### src/rtl/pid_sched_pkg.sv
// rtl/pid_sched_pkg.sv - shared widths and FSM state encodings for the PID update scheduler
package pid_sched_pkg;

  localparam int PWM_W = 16;

  typedef logic [2:0] sched_state_t;

  localparam sched_state_t ST_IDLE       = 3'd0;
  localparam sched_state_t ST_SELECT     = 3'd1;
  localparam sched_state_t ST_WAIT_FRESH = 3'd2;
  localparam sched_state_t ST_STROBE     = 3'd3;
  localparam sched_state_t ST_SETTLE     = 3'd4;
  localparam sched_state_t ST_CAPTURE    = 3'd5;
  localparam sched_state_t ST_NEXT       = 3'd6;
  localparam sched_state_t ST_DONE       = 3'd7;

  function automatic int motor_idx_w(input int n);
    return (n > 1) ? $clog2(n) : 1;
  endfunction

endpackage

### src/rtl/pid_update_scheduler_if.sv
// rtl/pid_update_scheduler_if.sv - captured PWM reference stream towards the motor-command writer
interface pid_update_scheduler_if
  import pid_sched_pkg::*;
#(
  parameter int IDX_W = 3
);
  logic signed [PWM_W-1:0] pwm_out;
  logic [IDX_W-1:0]        pwm_motor;
  logic                    pwm_valid;

  modport master (output pwm_out, output pwm_motor, output pwm_valid);
  modport slave  (input  pwm_out, input  pwm_motor, input  pwm_valid);
endinterface

### src/rtl/pid_period_tick.sv
// rtl/pid_period_tick.sv - control-period counter; tick marks the cycle the counter wraps
module pid_period_tick #(
  parameter int PERIOD_CYCLES = 50000
) (
  input  logic clock,
  input  logic reset,
  input  logic enable,
  output logic tick
);
  localparam int CW = (PERIOD_CYCLES > 1) ? $clog2(PERIOD_CYCLES) : 1;
  localparam logic [CW-1:0] LAST = CW'(PERIOD_CYCLES - 1);

  logic [CW-1:0] count;

  always_ff @(posedge clock or posedge reset) begin
    if (reset) begin
      count <= '0;
    end else if (!enable || count == LAST) begin
      count <= '0;
    end else begin
      count <= count + 1'b1;
    end
  end

  assign tick = enable && (count == LAST);
endmodule

### src/rtl/pid_update_scheduler.sv
// rtl/pid_update_scheduler.sv - per-period PID update sequencer; define PID_SCHED_WATCHDOG_EN
// to add the consecutive-timeout watchdog that parks faulted motors at zero.
module pid_update_scheduler
  import pid_sched_pkg::*;
#(
  parameter int NUMBER_OF_MOTORS = 6,
  parameter int PERIOD_CYCLES    = 50000,
  parameter int FRESH_TIMEOUT    = 256,
  parameter int SETTLE_CYCLES    = 2,
  localparam int MOTOR_IDX_W     = motor_idx_w(NUMBER_OF_MOTORS)
) (
  input  logic                        clock,
  input  logic                        reset,
  input  logic                        enable,
  input  logic [NUMBER_OF_MOTORS-1:0] motor_enable,
  input  logic [NUMBER_OF_MOTORS-1:0] sensor_fresh,
  input  logic signed [PWM_W-1:0]     pwm_ref_in,
  output logic [MOTOR_IDX_W-1:0]      motor_sel,
  output logic [NUMBER_OF_MOTORS-1:0] update_controller,
  output logic                        sweep_done,
  output logic [NUMBER_OF_MOTORS-1:0] skipped,
  output logic                        overrun,
  input  logic                        overrun_clear,
  output logic [NUMBER_OF_MOTORS-1:0] fault,
  input  logic [NUMBER_OF_MOTORS-1:0] fault_clear,
  pid_update_scheduler_if.master      pwm_if
);
  localparam int TO_W = $clog2(FRESH_TIMEOUT + 1);
  localparam int SC_W = $clog2(SETTLE_CYCLES + 1);
  localparam logic [TO_W-1:0] TO_LAST = TO_W'(FRESH_TIMEOUT - 1);
  localparam logic [SC_W-1:0] SC_LAST = SC_W'(SETTLE_CYCLES - 1);
  localparam logic [MOTOR_IDX_W-1:0] IDX_LAST = MOTOR_IDX_W'(NUMBER_OF_MOTORS - 1);
  localparam logic [NUMBER_OF_MOTORS-1:0] ONE_HOT0 = 1;

  sched_state_t              state;
  logic [MOTOR_IDX_W-1:0]    idx;
  logic [TO_W-1:0]           tcnt;
  logic [SC_W-1:0]           scnt;
  logic [NUMBER_OF_MOTORS-1:0] fresh_pending;
  logic signed [PWM_W-1:0]   pwm_out_r;
  logic [MOTOR_IDX_W-1:0]    pwm_motor_r;
  logic                      pwm_valid_r;
  logic                      tick;
  logic                      faulted;
  logic                      strobe_go;
  logic                      timeout_go;

  pid_period_tick #(.PERIOD_CYCLES(PERIOD_CYCLES)) u_tick (
    .clock  (clock),
    .reset  (reset),
    .enable (enable),
    .tick   (tick)
  );

  assign motor_sel        = idx;
  assign pwm_if.pwm_out   = pwm_out_r;
  assign pwm_if.pwm_motor = pwm_motor_r;
  assign pwm_if.pwm_valid = pwm_valid_r;

  assign strobe_go  = enable && state == ST_WAIT_FRESH && fresh_pending[idx];
  assign timeout_go = enable && state == ST_WAIT_FRESH && !fresh_pending[idx] && tcnt == TO_LAST;

  // A new measurement arriving in the strobe cycle must survive for the next sweep.
  always_ff @(posedge clock or posedge reset) begin
    if (reset) begin
      fresh_pending <= '0;
    end else begin
      fresh_pending <= (fresh_pending & ~update_controller) | sensor_fresh;
    end
  end

  always_ff @(posedge clock or posedge reset) begin
    if (reset) begin
      overrun <= 1'b0;
    end else if (tick && state != ST_IDLE) begin
      overrun <= 1'b1;
    end else if (overrun_clear) begin
      overrun <= 1'b0;
    end
  end

`ifdef PID_SCHED_WATCHDOG_EN
  logic [1:0] to_cnt [NUMBER_OF_MOTORS];

  always_ff @(posedge clock or posedge reset) begin
    if (reset) begin
      fault <= '0;
      for (int i = 0; i < NUMBER_OF_MOTORS; i++) to_cnt[i] <= 2'd0;
    end else begin
      for (int i = 0; i < NUMBER_OF_MOTORS; i++) begin
        if (fault_clear[i]) begin
          fault[i]  <= 1'b0;
          to_cnt[i] <= 2'd0;
        end else if (strobe_go && idx == MOTOR_IDX_W'(i)) begin
          to_cnt[i] <= 2'd0;
        end else if (timeout_go && idx == MOTOR_IDX_W'(i)) begin
          if (to_cnt[i] != 2'd3) to_cnt[i] <= to_cnt[i] + 2'd1;
          if (to_cnt[i] == 2'd2) fault[i] <= 1'b1;
        end
      end
    end
  end

  assign faulted = fault[idx];
`else
  assign fault   = fault_clear & {NUMBER_OF_MOTORS{1'b0}};
  assign faulted = 1'b0;
`endif

  always_ff @(posedge clock or posedge reset) begin
    if (reset) begin
      state             <= ST_IDLE;
      idx               <= '0;
      tcnt              <= '0;
      scnt              <= '0;
      update_controller <= '0;
      pwm_out_r         <= '0;
      pwm_motor_r       <= '0;
      pwm_valid_r       <= 1'b0;
      sweep_done        <= 1'b0;
      skipped           <= '0;
    end else begin
      update_controller <= '0;
      pwm_valid_r       <= 1'b0;
      sweep_done        <= 1'b0;
      if (!enable) begin
        state <= ST_IDLE;
      end else begin
        case (state)
          ST_IDLE: begin
            if (tick) begin
              idx   <= '0;
              state <= ST_SELECT;
            end
          end
          ST_SELECT: begin
            if (idx == '0) skipped <= '0;
            if (!motor_enable[idx]) begin
              state <= ST_NEXT;
            end else if (faulted) begin
              pwm_out_r   <= '0;
              pwm_motor_r <= idx;
              pwm_valid_r <= 1'b1;
              state       <= ST_CAPTURE;
            end else begin
              tcnt  <= '0;
              state <= ST_WAIT_FRESH;
            end
          end
          ST_WAIT_FRESH: begin
            if (fresh_pending[idx]) begin
              update_controller <= ONE_HOT0 << idx;
              state             <= ST_STROBE;
            end else if (tcnt == TO_LAST) begin
              skipped[idx] <= 1'b1;
              state        <= ST_NEXT;
            end else begin
              tcnt <= tcnt + 1'b1;
            end
          end
          ST_STROBE: begin
            scnt  <= '0;
            state <= ST_SETTLE;
          end
          // Capture on the last settle edge so pwm_valid is visible during CAPTURE.
          ST_SETTLE: begin
            if (scnt == SC_LAST) begin
              pwm_out_r   <= pwm_ref_in;
              pwm_motor_r <= idx;
              pwm_valid_r <= 1'b1;
              state       <= ST_CAPTURE;
            end else begin
              scnt <= scnt + 1'b1;
            end
          end
          ST_CAPTURE: state <= ST_NEXT;
          ST_NEXT: begin
            if (idx == IDX_LAST) begin
              sweep_done <= 1'b1;
              state      <= ST_DONE;
            end else begin
              idx   <= idx + 1'b1;
              state <= ST_SELECT;
            end
          end
          ST_DONE: state <= ST_IDLE;
          default: state <= ST_IDLE;
        endcase
      end
    end
  end
endmodule
### src/flat_wrapper.sv
// flat-port wrapper written by rule: the top's interface ports become plain ports
module pid_update_scheduler_flat import pid_sched_pkg::*;
#(
  parameter int NUMBER_OF_MOTORS = 6,
  parameter int PERIOD_CYCLES    = 50000,
  parameter int FRESH_TIMEOUT    = 256,
  parameter int SETTLE_CYCLES    = 2,
  localparam int MOTOR_IDX_W     = motor_idx_w(NUMBER_OF_MOTORS)
)
  (clock, reset, enable, motor_enable, sensor_fresh, pwm_ref_in, motor_sel, update_controller, sweep_done, skipped, overrun, overrun_clear, fault, fault_clear, pwm_if_pwm_out, pwm_if_pwm_motor, pwm_if_pwm_valid);
  pid_update_scheduler_if pwm_if_i ();
  input  logic clock;
  input  logic reset;
  input  logic enable;
  input  logic [NUMBER_OF_MOTORS-1:0] motor_enable;
  input  logic [NUMBER_OF_MOTORS-1:0] sensor_fresh;
  input  logic signed [PWM_W-1:0] pwm_ref_in;
  output logic [MOTOR_IDX_W-1:0] motor_sel;
  output logic [NUMBER_OF_MOTORS-1:0] update_controller;
  output logic sweep_done;
  output logic [NUMBER_OF_MOTORS-1:0] skipped;
  output logic overrun;
  input  logic overrun_clear;
  output logic [NUMBER_OF_MOTORS-1:0] fault;
  input  logic [NUMBER_OF_MOTORS-1:0] fault_clear;
  output wire logic [$bits(pwm_if_i.pwm_out)-1:0] pwm_if_pwm_out;
  output wire logic [$bits(pwm_if_i.pwm_motor)-1:0] pwm_if_pwm_motor;
  output wire logic [$bits(pwm_if_i.pwm_valid)-1:0] pwm_if_pwm_valid;
  assign pwm_if_pwm_out = pwm_if_i.pwm_out;
  assign pwm_if_pwm_motor = pwm_if_i.pwm_motor;
  assign pwm_if_pwm_valid = pwm_if_i.pwm_valid;
  pid_update_scheduler #(.NUMBER_OF_MOTORS(NUMBER_OF_MOTORS), .PERIOD_CYCLES(PERIOD_CYCLES), .FRESH_TIMEOUT(FRESH_TIMEOUT), .SETTLE_CYCLES(SETTLE_CYCLES)) u_core (.clock(clock), .reset(reset), .enable(enable), .motor_enable(motor_enable), .sensor_fresh(sensor_fresh), .pwm_ref_in(pwm_ref_in), .motor_sel(motor_sel), .update_controller(update_controller), .sweep_done(sweep_done), .skipped(skipped), .overrun(overrun), .overrun_clear(overrun_clear), .fault(fault), .fault_clear(fault_clear), .pwm_if(pwm_if_i));
endmodule
### config.mk
export PLATFORM = sky130hd
export DESIGN_NAME = pid_update_scheduler_flat
export DESIGN_NICKNAME = d
export VERILOG_FILES = /design/src/rtl/pid_sched_pkg.sv /design/src/rtl/pid_update_scheduler_if.sv /design/src/rtl/pid_period_tick.sv /design/src/rtl/pid_update_scheduler.sv /design/src/flat_wrapper.sv
export SDC_FILE = /design/constraint.sdc
export NUM_CORES = 1
export LEC_CHECK = 0
export ABC_AREA = 1
export ABC_CLOCK_PERIOD_IN_PS = 2570
export BUFFER_PORTS_ARGS = -buffer_cell sky130_fd_sc_hd__buf_2
export CAP_MARGIN = 20
export CORE_MARGIN = 1.5
export CORE_UTILIZATION = 54
export DETAILED_ROUTE_END_ITERATION = 7
export PLACE_DENSITY = 0.79
export SLEW_MARGIN = 10
export SYNTH_ARGS = -nofsm -noshare
export SYNTH_HDL_FRONTEND = slang
export SYNTH_SLANG_ARGS = --single-unit
export TNS_END_PERCENT = 20
### constraint.sdc
create_clock -name clock -period 2.57 [get_ports clock]
set_input_delay 0.1285 -clock clock [delete_from_list [all_inputs] [get_ports clock]]
set_output_delay 0.1285 -clock clock [all_outputs]
set_load 0.05 [all_outputs]
==> flow_summary.yaml <==
global_route:
  gr-total-overflow: 0
  grt_pass1_vias: 3151
  grt_max_degree: 27
  grt_antenna_before_repair: 0
  grt_usage_pct: 22.7
  grt_pass1_wl_microns: 13400
yosys:
  synthTopCellsByArea: "dfrtp_1 49%, nand2_1 14%, nor2_1 5.5%"
  syn_avg_cell_area_sq_um: 8.01
  synth-edff-count: 0
  synth-xor-area-share_pct: 1.87
  synth_top_flop_cell: "dfrtp_1"
  synth_compound_gate_area_share_pct: 5.37
  synth_top_family_by_area: "simple AND/OR/NAND/NOR gates"
  synthesis.area_sq_um: 3750
  ys_seq_elements: 73
  async_flop_share_pct: 100
  synth_top_area_cell: "dfrtp_1"
  synth_warnings: 0
  synthDistinctLibCells: 36
  synth-adder-area-share_pct: 3.00
  synth_mux_area_share_pct: 0.267
  synth_cells: 468
  synth-simple-area-share_pct: 32.4
  synth_top_area_share_pct: 48.7
  yosysSeqAreaShare_pct: 48.7
worst_setup_path:
  cp.required_ns: 2.85
  crit_slowest_cell: "dfrtp_1"
  crit_cells: 10
  worstReg2RegStart: "u_core.tcnt[0]"
  worstPathArrival_ns: 2.31
  crit_path_end_kind: "register"
  crit_buf_inv: 1
  crit_fanout: 10
  cp_slowest_stage_delay_ns: 0.41
  r2r_cells: 10
  r2r_end: "u_core.tcnt[5]"
  path_cells: "ha_1, nand2_1, nor4_1, ha_1, inv_1, o21ai_0, a21oi_4, nand2_4, nand2_1, nand2_1"
  critPathTopFamily: "simple AND/OR/NAND/NOR gates"
  r2r_slack_ns: 0.54
  cpMostUsedCell: "nand2_1"
  critical_path_class: "register to register"
  startpoint_type: "register"
pwr:
  seq_power_share_pct: 40.0
  p_int_uw: 2080
  p_leak_uw: 0.00244
  cellPowerDensity_nw_per_um2: 768
  vdd_drop_max_uv: 362
  netSwitchingFraction_pct: 40.5
  clockPowerShare_pct: 25.1
  power_frac_comb_pct: 34.9
  power_switching_uw: 1410
timing:
  hold_viol_final: 0
  setup-tns-final_ns: 0
  rsz0062_at_grt: "false"
  fin_crit_ns: 2.03
  fmax_mhz: 493
  setup_violations: 0
  tightest_slew_ns: 0.554
  fin_hold_ws_ns: 0.00971
  fin_skew_ns: 0.00771
  drv_slew: 0
  slew_headroom_pct: 63.0
  finalCritPeriodShare_pct: 79.0
final_layout:
  areaGrowthSynthToFinish_pct: 21.3
  layout_common_cells: "144 x nand2_1, 73 x dfrtp_1, 68 x buf_2"
  diodes: 0
  fillCellCount: 532
  drive_gt1_share_pct: 17.5
  final_common_cell: "nand2_1"
  nets: 610
route:
  highest_layer: "met4"
  drt-pass1-iter-count: 4
  vias: 3276
  wl_per_cell_microns: 12.3
  viasPerCell: 5.06
  wirelength_met1_microns: 3520
  totalWireLength_microns: 7990
  antenna_left: 0
  drc: 0
  drtIter0Drc: 159
  dr_wl_met2_microns: 3950
  met3_wirelength_microns: 323
placed_design:
  gp_congestion: 0.908
  hpwl_microns: 5510
  port_buffers: 68
worst_hold_path:
  hold_start: "pwm_ref_in[15]"
  hold_class: "primary input to register"
  holdPathEnd: "u_core.pwm_if.pwm_out[15]"
  min_path_cells: 3
floorplanning:
  fp.dieW_microns: 86.3
  dieArea_sq_um: 7450
  core_area_sq_um: 6760
  pin_count: 81
  start_util_pct: 55.5
  num_rows: 30
  die_height_microns: 86.3
clock_network:
  clock_latency_ns: 0.34
  clock-root-buffer: "clkbuf_8"
  cts_setup_buffers: 0
  ctsHoldBuffers: 23
  cts_resized: 0
  cts_tree: "done"
  clock-sinks: 73
  cts.clk_slew.worst_paths_ns: 0.07
  clockBufferDepth: 2
  htreeDepth: 3
  cts-buffers-inserted: 9
status:
  status: "complete, no violations"
run:
  drv_cap: 0
-- power groups by stage --
stage	registers (uW)	logic, uW	clock network [uW]
6_report	1400	1220	875
5_1_grt	1410	1330	932
4_1_cts	1390	1210	892
3_5_place_dp	1410	1180	0
3_3_place_gp	1400	1170	0
2_1_floorplan	1750	600	0
-- kinds of logic (layout without fill, tap and decap cells) --
kind of cell / after synthesis / count (layout)
and+or+nand+nor: 278 / 278
DFF: 73 / 73
buffers and inverters: 66 / 160
AOI/OAI and AO/OA: 32 / 32
adders and majority gates: 9 / 9
xor gates and xnor gates: 8 / 8
other: 1 / 6
muxes: 1 / 1
-- cell usage after synthesis, types with 2 or more instances --
cell / instances
inv_2: 2
nor3_1: 18
o21ai_0: 7
nand2_1: 144
nor2_1: 55
buf_2: 3
clkbuf_1: 3
a21oi_1: 11
o21bai_1: 6
nor2_4: 2
inv_1: 46
buf_6: 4
xnor2_1: 2
buf_4: 7
ha_1: 9
o21a_1: 4
xor2_1: 6
nand3_1: 39
dfrtp_1: 73
nand4_1: 11
-- layer usage --
metal	up-vias	track usage, %
li1	1659	-
met1	1520	26.9
met2	77	40.7
met3	20	3.71
met4	0	9.68
met5	-	0
-- worst reg2reg max path, cell delays in order (launching register included) --
cell and delay, ns:
dfrtp_1 0.41, ha_1 0.21, nand2_1 0.10, nor4_1 0.29, ha_1 0.22, inv_1 0.05, o21ai_0 0.29, a21oi_4 0.13
nand2_4 0.16, nand2_1 0.07, nand2_1 0.06
-- stage by stage --
stage	area [sq um]	instances	total power [uW]	setup slack (ns)	utilization, %
global placement	4120	609	2570	0.599	61.0
floorplan	3770	473	2350	0.588	-
finish	4550	647	3490	0.540	67.3
global route	4550	647	3680	0.347	67.3
detailed placement	4120	609	2590	0.549	61.0
CTS	4550	647	3490	0.545	67.3
-- flip-flops by register name, summed over array words and instances, names as in the netlist, 2 cells and up --
register	flops
u_core.update_controller	6
u_core.u_tick.count	16
u_core.skipped	6
u_core.fresh_pending	6
u_core.tcnt	9
u_core.motor_sel	3
u_core.pwm_if.pwm_out	16
u_core.state	3
u_core.scnt	2
u_core.pwm_if.pwm_motor	3
-- worst max-delay path by stage --
stage                            from                      end  slack [ns]
6_report               u_core.tcnt[0]           u_core.tcnt[5]        0.54
2_1_floorplan                   reset  u_core.fresh_pending[0]        0.59
5_1_grt        u_core.u_tick.count[0]      u_core.motor_sel[1]        0.35
3_3_place_gp           u_core.tcnt[0]        u_core.skipped[5]        0.60
3_5_place_dp           u_core.tcnt[0]           u_core.tcnt[2]        0.55
4_1_cts                u_core.tcnt[0]           u_core.tcnt[1]        0.54
-- cell type report --
type | count | area (sq um) | area share (%)
Multi-Input combinational cell | 334 | 1630 | 35.9
Inverter | 49 | 184 | 4.05
Tap cell | 80 | 100 | 2.20
Clock buffer | 10 | 138 | 3.03
Sequential cell | 73 | 1830 | 40.2
Clock inverter | 5 | 56.3 | 1.24
Timing Repair Buffer | 96 | 608 | 13.4
Power figures use the tool's default switching activity.
